===== src/rtl/song_sequencer.sv =====
// Autoplay note sequencer: walks a song from an internal 8-song ROM and emits
// note codes with a note-on qualifier, per-note durations, articulation gaps and optional looping.
module song_sequencer #(
  parameter int unsigned UNIT_TICKS = 12_500_000,
  parameter int unsigned GAP_TICKS  = 1_250_000
) (
  input  logic       clk,
  input  logic       rst,
  input  logic       start,
  input  logic [2:0] song_select,
  input  logic       loop,
  input  logic       pause,
  output logic [3:0] note,
  output logic       note_on,
  output logic       busy,
  output logic       song_done,
  output logic [5:0] note_idx
);

  typedef enum logic [2:0] {IDLE, LOAD, PLAY, GAP, DONE} state_t;

  localparam int TW = ($clog2(UNIT_TICKS) > 28) ? $clog2(UNIT_TICKS) : 28;
  localparam logic [TW-1:0] PLAY_LAST = TW'(UNIT_TICKS - GAP_TICKS - 1);
  localparam logic [TW-1:0] UNIT_LAST = TW'(UNIT_TICKS - 1);

  state_t        state, state_d;
  logic [2:0]    sel_q, sel_d;
  logic [5:0]    idx_d;
  logic [TW-1:0] tick, tick_d;
  logic [3:0]    units, units_d;
  logic [7:0]    rom_q;
  logic [3:0]    note_d;
  logic          note_on_d;

  // Song table: {note, dur}; dur = 0 marks end of song.
  function automatic logic [7:0] rom_lookup(input logic [2:0] sel, input logic [5:0] a);
    logic [7:0] d;
    d = 8'h00;
    case (sel)
      3'd0: case (a)
        6'd0: d = 8'h12;  6'd1: d = 8'h01;  6'd2: d = 8'h31;
        default: d = 8'h00;
      endcase
      3'd1: case (a)
        6'd0: d = 8'h51;  6'd1: d = 8'h62;
        default: d = 8'h00;
      endcase
      3'd2: case (a)
        6'd0: d = 8'h14;  6'd1: d = 8'h34;  6'd2: d = 8'h54;  6'd3: d = 8'h18;
        default: d = 8'h00;
      endcase
      3'd3: case (a)
        6'd0: d = 8'h11;  6'd1: d = 8'h21;  6'd2: d = 8'h31;  6'd3: d = 8'h41;
        6'd4: d = 8'h51;  6'd5: d = 8'h61;  6'd6: d = 8'h71;  6'd7: d = 8'h84;
        default: d = 8'h00;
      endcase
      3'd4: case (a)
        6'd0: d = 8'h32;  6'd1: d = 8'h32;  6'd2: d = 8'h02;  6'd3: d = 8'h52;
        6'd4: d = 8'h34;
        default: d = 8'h00;
      endcase
      3'd5: case (a)
        6'd0: d = 8'h88;  6'd1: d = 8'h01;  6'd2: d = 8'h98;
        default: d = 8'h00;
      endcase
      3'd6: case (a)
        6'd0: d = 8'hA1;  6'd1: d = 8'hB1;  6'd2: d = 8'hC1;  6'd3: d = 8'hD2;
        6'd4: d = 8'h02;  6'd5: d = 8'hD2;  6'd6: d = 8'hC1;  6'd7: d = 8'hB1;
        6'd8: d = 8'hA4;
        default: d = 8'h00;
      endcase
      default: d = 8'h00;
    endcase
    return d;
  endfunction

  // NOTE: every signal gets a default before the case so no path leaves it unassigned (no latches).
  always_comb begin
    state_d   = state;
    sel_d     = sel_q;
    idx_d     = note_idx;
    tick_d    = tick;
    units_d   = units;
    note_d    = note;
    note_on_d = 1'b0;
    case (state)
      IDLE: begin
        note_d  = '0;
        idx_d   = '0;
        tick_d  = '0;
        units_d = '0;
        if (start) begin
          sel_d   = song_select;
          state_d = LOAD;
        end
      end
      LOAD: begin
        if (rom_q[3:0] != 4'd0) begin
          note_d    = rom_q[7:4];
          note_on_d = (rom_q[7:4] != 4'd0);
          tick_d    = '0;
          units_d   = rom_q[3:0];
          state_d   = PLAY;
        end else if (note_idx == 6'd0 || !loop) begin
          note_d  = '0;
          state_d = DONE;
        end else begin
          idx_d = '0;
        end
      end
      PLAY: begin
        if (!pause) begin
          if (units == 4'd1 && tick == PLAY_LAST) begin
            tick_d  = tick + 1'b1;
            state_d = GAP;
          end else begin
            note_on_d = (note != 4'd0);
            if (tick == UNIT_LAST) begin
              tick_d  = '0;
              units_d = units - 4'd1;
            end else begin
              tick_d = tick + 1'b1;
            end
          end
        end
      end
      GAP: begin
        if (!pause) begin
          if (tick != UNIT_LAST) begin
            tick_d = tick + 1'b1;
          end else if (note_idx != 6'd63) begin
            idx_d   = note_idx + 6'd1;
            state_d = LOAD;
          end else if (loop) begin
            // Past the last ROM slot counts as an implicit end-of-song marker.
            idx_d   = '0;
            state_d = LOAD;
          end else begin
            note_d  = '0;
            state_d = DONE;
          end
        end
      end
      DONE:    note_d = '0;
      default: state_d = IDLE;
    endcase
    // Abort wins over pause and end-of-song handling.
    if (state != IDLE && !start) begin
      state_d   = IDLE;
      note_d    = '0;
      note_on_d = 1'b0;
      idx_d     = '0;
      tick_d    = '0;
      units_d   = '0;
    end
  end

  // NOTE: sequential state uses non-blocking assignments so all flops update from pre-edge values.
  always_ff @(posedge clk or negedge rst) begin
    if (!rst) begin
      state     <= IDLE;
      sel_q     <= '0;
      note_idx  <= '0;
      tick      <= '0;
      units     <= '0;
      rom_q     <= '0;
      note      <= '0;
      note_on   <= 1'b0;
      busy      <= 1'b0;
      song_done <= 1'b0;
    end else begin
      state     <= state_d;
      sel_q     <= sel_d;
      note_idx  <= idx_d;
      tick      <= tick_d;
      units     <= units_d;
      rom_q     <= rom_lookup(sel_d, idx_d);
      note      <= note_d;
      note_on   <= note_on_d;
      busy      <= (state_d != IDLE);
      song_done <= (state_d == DONE) && (state != DONE);
    end
  end

endmodule


===== config.mk =====
export PLATFORM = sky130hd
export DESIGN_NAME = song_sequencer
export DESIGN_NICKNAME = d
export VERILOG_FILES = /design/src/rtl/song_sequencer.sv
export SDC_FILE = /design/constraint.sdc
export NUM_CORES = 1
export LEC_CHECK = 0
export BUFFER_PORTS_ARGS = -buffer_cell sky130_fd_sc_hd__buf_2
export CORE_MARGIN = 2
export CORE_UTILIZATION = 55
export CTS_CLUSTER_DIAMETER = 150
export DETAILED_ROUTE_END_ITERATION = 6
export PLACE_DENSITY = 0.73
export SLEW_MARGIN = 20
export SYNTH_ARGS = -nofsm -noshare
export SYNTH_HDL_FRONTEND = slang
export SYNTH_SLANG_ARGS = --single-unit

===== constraint.sdc =====
create_clock -name clk -period 9.9 [get_ports clk]
set_input_delay 0.495 -clock clk [delete_from_list [all_inputs] [get_ports clk]]
set_output_delay 0.495 -clock clk [all_outputs]
set_load 0.01 [all_outputs]

**After elaboration in Yosys (flattened, before gate mapping)**

Memories as Yosys holds them, arrays and structs flattened.
Cells that the tools add are included.
Widths: inputs -> output; s select.

- Flip-flop bits (word level): 59
- Bits in read-only memories: 160
- Bits of input ports: 8
- Output and inout bits: 13
- Logic and storage cells: 127
- Memories: 2

Memory list:

| memory | words | bits a word | read ports | clocked after memory_dff | write ports | RTL line | RTL |
|---|---|---|---|---|---|---|---|
| (name not given) | 16 | 7 | 1 | 0 | 0 | 66 | `3'd6: case (a)` |
| (name not given) | 8 | 6 | 1 | 0 | 0 | 52 | `3'd3: case (a)` |

- Add/subtract/negate cells: 3
- Equal/unequal tests: 31
- Multiplexer cells: 56
- Reduce and logical (&&, ||, !) cells: 25

Operator list:

| kind | count |
|---|---|
| $mux 28 | 7 |
| $pmux 28 s4 | 1 |
| $eq 28x24->1 const B | 2 |
| $pmux 7 s4 | 2 |
| $pmux 8 s7 | 1 |
| $mux 4 | 12 |
| $mux 6 | 7 |
| $mux 3 | 12 |
| $pmux 6 s3 | 2 |
| $ne 3x3->1 const B | 10 |
| $add 28x1->28 const B | 1 |
| $ne 28x24->1 const B | 1 |
| $pmux 4 s3 | 2 |
| $pmux 8 s3 | 1 |
| $reduce_bool 4->1 | 5 |
| $mux 8 | 2 |
| $eq 3x3->1 const B | 5 |
| $pmux 3 s5 | 1 |
| $pmux 7 s2 | 1 |
| $eq 3x2->1 const B | 4 |
| $eq 6x2->1 const B | 2 |
| $logic_not 6->1 | 2 |
| $reduce_and 5->1 | 2 |
| $logic_not 3->1 | 3 |
| 18 further kinds | 27 |

**Logic depth before layout (Yosys ltp)**

Gate-level depths: netlist of run 1.

- Depth after elaboration: 10
- Gate-level depth with buffers: 14
- Mapped depth without buffers: 14

**Worst setup path after synthesis of run 1**

Ideal clock, no wire load.

- Path kind: flip-flop to flip-flop
- Start point: register tick[16]
- End point: register rom_q[2]
- Arrival: 3.293 ns
- Path slack: 6.530 ns
- Cell stages (with the launch flop): 11
- Path buffers: 1
- Clock period less this slack: 3.370 ns
- Cell sequence: dfrtp_1 buf_6 or4b_1 or4_4 or4b_4 a21oi_2 o32a_2 ha_1 inv_1 or4b_1 a21oi_1

- Word-level cells in the longest chain between the ends: 9
- Elaborated cells on any way between the ends: 20

Ends and longest elaborated chain:

| element | RTL line | RTL |
|---|---|---|
| start, declared | 29 | `logic [TW-1:0] tick, tick_d;` |
| start signal, assigned | 175 | `tick <= tick_d;` |
| $ne 28x24->1 * | 129 | `if (tick != UNIT_LAST) begin` |
| $mux 6 * | 129 |  |
| $mux 6 * | 128 | `if (!pause) begin` |
| $pmux 6 s3 * | 86 | `case (state)` |
| $mux 6 * | 148 | `if (state != IDLE && !start) begin` |
| branches (longest 3 deep; another with $mem_v2 16x7) | n/a |  |
| $pmux 8 s7 * | 39 | `case (sel)` |
| end signal, assigned | 177 | `rom_q <= rom_lookup(sel_d, idx_d);` |
| end, declared | 31 | `logic [7:0] rom_q;` |

Mark *: on every way between the ends.
A chain may end at the register's enable or synchronous reset.

**Final worst setup path of run 1**

- Start point: register tick[6]
- End point: register rom_q[4]

- Word-level cells in the longest chain between the ends: 9
- Elaborated cells on any way between the ends: 23

Ends and longest elaborated chain:

| element | RTL line | RTL |
|---|---|---|
| $ne 28x24->1 * | 129 |  |
| $mux 6 * | 129 |  |
| $mux 6 * | 128 |  |
| $pmux 6 s3 * | 86 |  |
| $mux 6 * | 148 |  |
| net idx_d[0] | 28 | `logic [5:0] idx_d;` |
| branches (longest 3 deep; another with $mem_v2 16x7) | n/a |  |
| $pmux 8 s7 * | 39 |  |

Mark *: on every way through the listed nets, which the timed path passes.

==> reports/qor.csv, run 1 <==
stage;metric;value;unit
route;drt_wl_total;11.5;mm
setup_path;cp.required;10.13;ns
floorplanning;boundaryPins;21;
floorplanning;die_y;90.6;um
route;viasPerCell;6.54;
clock_network;cts_hold_buf;0;
power;p_per_area;215;nW/um^2
synthesis;synthTopCellsByArea;dfrtp_1 36%, nand2_1 5.5%, o21ai_0 4.5%;
timing;fin_crit_sh;36.7;%
synthesis;syn-cell-area;4130;um^2
clock_network;cts_setup_buffers;0;
floorplanning;fp.dieArea;8220;um^2
clock_network;cts-buffers-inserted;9;
setup_path;cp.arrival;3.86;ns
clock_network;htree_levels;3;
synthesis;synth_top_area_share;35.8;%
setup_path;crit_fanout;8;
timing;hold_viol_final;0;
synthesis;ys_types;74;
grt;grt_max_degree;60;
route;drc;0;
clock_network;cts_resized;0;
route;wl_per_cell;18.9;um
grt;antenna_found_initial;0;
route;ant_nets;0;
setup_path;critPathKind;reg -> reg;
grt;grt_first_pass_wirelength;18.8;mm
setup_path;cp-start-kind;register;
route;vias;3991;
route;drt-pass1-iter-count;5;
grt;grt_overflow_total;0;
run_status;status;completed;
place;dp_hpwl;8.19;mm
clock_network;clkSinkCount;59;
grt;grt_pass1_vias;3680;
finish;layout.nets;524;
finish;diodes;0;
job;maxCapViolations;0;
place;dp.cells;594;
hold_path;hp-class;in -> async;
synthesis;ys.flop_type;dfrtp_1;
finish;most-common-layout-cells;61 x nand2_1, 59 x dfrtp_1, 37 x o21ai_0;
timing;fin_crit;3.64;ns
synthesis;ys_ff_latch;59;
power;p_leak;0.00188;uW
timing;setup_viol;0;
synthesis;yosysTopAreaCell;dfrtp_1;
finish;drive_gt1_share;11.9;%
clock_network;clk_path_buf_depth;2;
clock_network;cts_tree;built;
synthesis;async_flop_share;100;%
floorplanning;coreArea;7250;um^2
synthesis;syn-num-nets;516;
timing;rsz0062_at_grt;false;
place;io_buffers;20;
finish;mostFrequentLayoutCell;nand2_1;
timing;skew;0.00723;ns
floorplanning;core.rowCount;31;
synthesis;synth-edff-count;0;
grt;grt_use_total;28.9;%
timing;drv_slew;0;
timing;relSlewSlack;35.7;%
clock_network;clk_pin_slew;0.07;ns
finish;synthToLayoutAreaGrowth;9.15;%
setup_path;end_kind;register;
clock_network;clk_latency;0.36;ns
synthesis;syn-instance-count;498;
timing;setup_tns;0;ns
route;drtIter0Drc;314;
place;gp_congestion;1.00;
synthesis;yosys_warnings;0;
synthesis;syn_avg_cell_area;8.29;um^2
timing;fmax;0.275;GHz
clock_network;cts_root_buffer;clkbuf_8;
finish;instances_no_fill;610;
floorplanning;start_util;56.9;%
power;vdd_ir_drop_max;0.000158;V
floorplanning;die_x;90.6;um
synthesis;synth-seq-area-share;35.8;%
timing;tightest_slew;0.955;ns
-- area by class of cell --
type                    count  area [um^2]
multi-input cells         390         2440
clock inverters             6          113
flip-flops and latches     59         1480
clock buffers              10          138
well taps                  99          124
inverters                  22         82.6
fillers                   655         2750
repair buffers             24          130
-- sequential cells by signal (all words and copies together), names as in the netlist --
register   count
song_done      1
tick          28
note_idx       6
note           4
units          4
state          3
rom_q          8
sel_q          3
busy           1
note_on        1
-- power breakdown --
group	switching (uW)	total, uW	internal [uW]	leakage (uW)
logic	221	354	132	0.000951
registers	52.0	332	280	0.000803
clock network	107	282	174	0.000126
-- worst max-delay path, stage by stage, from the launching register on --
cell	delay, ns
dfrtp_1	0.43
or4b_1	0.56
or4_4	0.54
or4b_4	0.55
nand3_1	0.10
a21o_1	0.20
inv_1	0.13
ha_1	0.31
o31a_1	0.30
o22ai_1	0.15
a31o_2	0.17
a31oi_1	0.08
-- metrics by stage --
stage	hold slack (ns)	utilization [%]	area, um^2	total power, uW	worst slack, ns
floorplan	0.199	-	4130	588	6.53
global placement	0.500	58.7	4260	673	6.40
detailed placement	0.504	58.7	4260	683	6.34
CTS	0.329	62.1	4510	963	6.32
global route	0.388	62.1	4510	1020	6.10
finish	0.296	62.1	4510	967	6.26
-- cell usage after synthesis, types with 11 or more instances --
cell type	instances
o21ai_1	27
a21oi_1	24
nor3_1	14
clkbuf_1	16
mux2i_1	11
nand3_1	22
nand2_1	61
nor2_1	27
o21ai_0	37
dfrtp_1	59
inv_1	20
-- final timing paths --
path / from / endpoint / slack, ns / cells past startpoint
min in group clk: tick[13]$_DFFE_PN0P_ / tick[13]$_DFFE_PN0P_ / 0.51 / 1
worst max register to register: tick[6]$_DFFE_PN0P_ / rom_q[4]$_DFF_PN0_ / 6.26 / 11
worst min register to register: tick[13]$_DFFE_PN0P_ / tick[13]$_DFFE_PN0P_ / 0.51 / 1
worst max-delay path: tick[6]$_DFFE_PN0P_ / rom_q[4]$_DFF_PN0_ / 6.26 / 11
worst min-delay path: rst / tick[25]$_DFFE_PN0P_ / 0.30 / 2
max in group asynchronous: rst / rom_q[3]$_DFF_PN0_ / 9.11 / 2
-- kinds of logic after synthesis --
logic type                 after synthesis  synth area share, %
muxes                                   15                 3.76
xor gates and xnor gates                 4                0.848
adders and majority gates               11                 3.27
buffers and inverters                   49                 5.21
DFF                                     59                 35.8
and+or+nand+nor                        203                 26.8
AOI/OAI and AO/OA                      157                 24.3
-- layer usage --
metal / up-vias / part of all wire, % / GRT usage [%]
met2: 167 / 49 / 48.3
met5: - / 0 / 0
met4: 0 / 5.0 / 17.2
met3: 41 / 5.1 / 4.92
li1: 1880 / - / -
met1: 1903 / 41 / 34.8
Power figures use the tool's default switching activity.
==> run 2: changes to the inputs <==
--- a/config.mk
+++ b/config.mk
@@ -5,12 +5,13 @@
 export SDC_FILE = /design/constraint.sdc
 export NUM_CORES = 1
 export LEC_CHECK = 0
+export ABC_AREA = 1
 export BUFFER_PORTS_ARGS = -buffer_cell sky130_fd_sc_hd__buf_2
 export CORE_MARGIN = 2
 export CORE_UTILIZATION = 55
 export CTS_CLUSTER_DIAMETER = 150
 export DETAILED_ROUTE_END_ITERATION = 6
-export PLACE_DENSITY = 0.73
+export PLACE_DENSITY = 0.76
 export SLEW_MARGIN = 20
 export SYNTH_ARGS = -nofsm -noshare
 export SYNTH_HDL_FRONTEND = slang
==> constraint.sdc (replaced) <==
create_clock -name clk -period 3 [get_ports clk]
set_input_delay 0.15 -clock clk [delete_from_list [all_inputs] [get_ports clk]]
set_output_delay 0.15 -clock clk [all_outputs]
set_load 0.01 [all_outputs]
==> run 2 against run 1 <==
  * Register-to-register slack got worse by 6.0 ns
  * Non-clock buffer count rose by 2
  * Clock-buffer cell count rose by 3
  * Sequential power rose to 3.3 times the previous value
  * Critical endpoint is now rom_q[1]$_DFF_PN0_
==> reports/qor.csv, run 2 <==
stage;metric;value;unit;change
run_status;status;completed;;
setup_path;r2r_cells;13;;+2
finish;largest_register;tick;;
synthesis;ys_types;45;;-39%
power;p_clk_share;17.9;%;-11 points
synthesis;yosysMostFrequentCell;nand2_1;;
clock_network;clk_path_buf_depth;2;;unchanged
grt;grt_max_degree;32;;-47%
setup_path;rrSetupSlack;0.28;ns;-5.99 ns
setup_path;crit-reg2reg-launch;tick[0]$_DFFE_PN0P_;;
timing;layout_setup_ws;0.279;ns;-5.99 ns
floorplanning;core.rowCount;32;;+3.2%
clock_network;cts_setup_buffers;0;;unchanged
synthesis;yosysTopAreaCell;dfrtp_1;;
place;dp.cells;764;;+29%
synthesis;syn-cell-area;4280;um^2;+3.6%
finish;synthToLayoutAreaGrowth;10.0;%;
job;maxCapViolations;0;;unchanged
synthesis;synth_top_area_share;34.5;%;-1.3 points
floorplanning;coreArea;7650;um^2;+5.4%
setup_path;cp-start-kind;register;;
finish;diodes;0;;unchanged
clock_network;clk_pin_slew;0.07;ns;about the same
setup_path;crit_fanout;13;;+5
synthesis;async_flop_share;100;%;unchanged
finish;layout.nets;692;;+32%
synthesis;yosys_warnings;0;;unchanged
power;netSwitchingPower;2000;uW;+420%
power;combPwrFrac;55.5;%;+19 points
power;intPower;2120;uW;+260%
setup_path;r2r_end;rom_q[1]$_DFF_PN0_;;
floorplanning;boundaryPins;21;;unchanged
route;ant_nets;0;;unchanged
timing;hold_viol_final;0;;unchanged
place;gp_congestion;0.912;;-9.2%
route;drt-pass1-iter-count;5;;unchanged
finish;drive_gt1_share;12.1;%;+0.16 points
route;viasPerCell;5.50;;-16%
grt;grt_first_pass_wirelength;18.4;mm;-2.5%
floorplanning;die_x;92.2;um;+1.7%
hold_path;hp-start;song_select[2];;
timing;relSlewSlack;53.0;%;+17 points
power;seqPwrFrac;26.6;%;-7.7 points
grt;grt_use_total;27.1;%;-1.7 points
setup_path;critPathKind;reg -> reg;;
synthesis;syn-num-nets;662;;+28%
route;vias;4291;;+7.5%
hold_path;min_to;sel_q[2]$_DFF_PN0_;;
timing;skew;0.00749;ns;+0.000261 ns
clock_network;clk_latency;0.34;ns;-0.02 ns
hold_path;hp-class;in -> reg;;
clock_network;cts_root_buffer;clkbuf_8;;
floorplanning;die_y;92.2;um;+1.7%
power;p_per_area;874;nW/um^2;+310%
timing;fin_crit_sh;90.7;%;+54 points
place;io_buffers;20;;unchanged
route;wl_per_cell;14.1;um;-26%
setup_path;end_kind;register;;
synthesis;syn_avg_cell_area;6.64;um^2;-20%
timing;setup_viol;0;;unchanged
power;total_power;4110;uW;+330%
timing;drv_slew;0;;unchanged
route;drt_wl_total;11.0;mm;-4.9%
synthesis;syn-instance-count;644;;+29%
finish;most-common-layout-cells;161 x nand2_1, 90 x inv_1, 87 x nor2_1;;
timing;tightest_slew;0.699;ns;-0.257 ns
place;dp_hpwl;8.45;mm;+3.1%
hold_path;min_path_cells;3;;
power;vdd_ir_drop_max;0.000553;V;+250%
synthesis;ys.flop_type;dfrtp_1;;
setup_path;cp.required;3.27;ns;-6.86 ns
grt;grt_overflow_total;0;;unchanged
clock_network;htree_levels;3;;unchanged
place;place_ws;0.238;ns;-6.10 ns
finish;reg.largest.list;tick (28), rom_q (8), note_idx (6);;
grt;antenna_found_initial;0;;unchanged
finish;instances_no_fill;780;;+28%
power;p_leak;0.00228;uW;+21%
route;drc;0;;unchanged
clock_network;clkSinkCount;59;;unchanged
clock_network;cts_tree;built;;
timing;setup_tns;0;ns;unchanged
finish;mostFrequentLayoutCell;nand2_1;;
route;drtIter0Drc;390;;+24%
power;swShare;48.5;%;+9.2 points
place;placed_area;4500;um^2;+5.6%
floorplanning;start_util;56.0;%;-0.97 points
synthesis;synth-seq-area-share;34.5;%;-1.3 points
timing;fmax;0.367;GHz;+34%
synthesis;ys_ff_latch;59;;unchanged
timing;fin_crit;2.72;ns;-0.915 ns
grt;grt_pass1_vias;3838;;+4.3%
synthesis;synth-edff-count;0;;unchanged
finish;largest_register_ffs;28;;unchanged
synthesis;synthTopCellsByArea;dfrtp_1 35%, nand2_1 14%, inv_1 8.0%;;
synthesis;ys_top_cells_by_count;161 x nand2_1, 91 x inv_1, 90 x nor2_1;;
floorplanning;fp.dieArea;8500;um^2;+3.5%
clock_network;cts-buffers-inserted;9;;unchanged
setup_path;cp.arrival;2.99;ns;-0.87 ns
finish;final_area;4710;um^2;+4.5%
==> run 2: cell types whose count changed after synthesis, sizes merged, moves of 9 or more <==
cell	previous run	this run
inv	22	99
nand2	61	169
o21ai	64	36
clkbuf	17	0
nor2	30	103
nand3	22	58
o31ai	10	1
mux2i	11	0
nor2b	9	0
==> run 2: area by class of cell <==
| cell class | instances | area, um^2 |
|---|---|---|
| clock buffers | 13 | 159 |
| clock inverters | 2 | 35.0 |
| fillers | 710 | 2940 |
| inverters | 101 | 382 |
| multi-input cells | 477 | 2380 |
| flip-flops and latches | 59 | 1480 |
| well taps | 102 | 128 |
| repair buffers | 26 | 148 |
==> run 2: per-stage QoR <==
step,util [%],hold WS [ns]
finish,61.6,0.165
global placement,58.8,0.205
global route,61.6,0.196
floorplan,-,-0.146
CTS,61.5,0.160
detailed placement,58.8,0.221
==> run 2: cells by family (layout without fill, tap and decap cells) <==
group | after synthesis | after routing | share of synthesized area [%]
buffers and inverters | 108 | 142 | 10.1
XOR/XNOR | 9 | 9 | 1.84
AND/OR/NAND/NOR | 374 | 374 | 39.4
AO/OA/AOI/OAI | 84 | 84 | 11.3
flip-flops | 59 | 59 | 34.5
adder cells (fa/ha/maj) | 10 | 10 | 2.92
==> run 2: power groups by stage <==
stage               Clock, uW  Sequential [uW]  Combinational [uW]
finish                    736             1100                2280
detailed placement          0             1110                2240
floorplan                   0             1110                1690
CTS                       744             1090                2250
global route              786             1120                2590
global placement            0             1100                2230
==> run 2: worst max-delay path, cell delays in order, from the launching register on <==
cell and delay (ns):
dfrtp_1 0.39, ha_1 0.21, nand2_1 0.09, nor2_2 0.21, nand3_1 0.10, nor2_1 0.25
nand3_1 0.12, nand2_1 0.10, nand3_2 0.11, nor2_2 0.48, o2111ai_2 0.22, nand2_1 0.17
nand2_1 0.07, nand3_1 0.12
==> run 2: worst max-delay path by stage <==
stage | from | endpoint | slack [ns] | cells after the start
floorplan | note_idx[0]$_DFF_PN0_ | rom_q[6]$_DFF_PN0_ | 0.61 | 20
global placement | note_idx[0]$_DFF_PN0_ | rom_q[5]$_DFF_PN0_ | 0.30 | 22
detailed placement | note_idx[0]$_DFF_PN0_ | rom_q[5]$_DFF_PN0_ | 0.24 | 22
CTS | note_idx[0]$_DFF_PN0_ | rom_q[5]$_DFF_PN0_ | 0.22 | 22
global route | note_idx[1]$_DFF_PN0_ | rom_q[5]$_DFF_PN0_ | -0.003 | 22
finish | tick[0]$_DFFE_PN0P_ | rom_q[1]$_DFF_PN0_ | 0.28 | 13
==> run 2: metal layers <==
layer	track usage (%)	vias up	share of wire, %
met5	0	-	0
met4	9.83	0	1.9
met3	3.70	18	5.9
met2	41.4	156	45
met1	39.3	1966	48
li1	-	2151	-
==> run 2: repair_timing <==
action | 4_1_cts | 5_1_grt
endpoints found under the setup margin | 0 | 8
hold endpoints to repair | 28 | 0
gates resized for setup | 0 | 5
hold buffers | 1 | 0
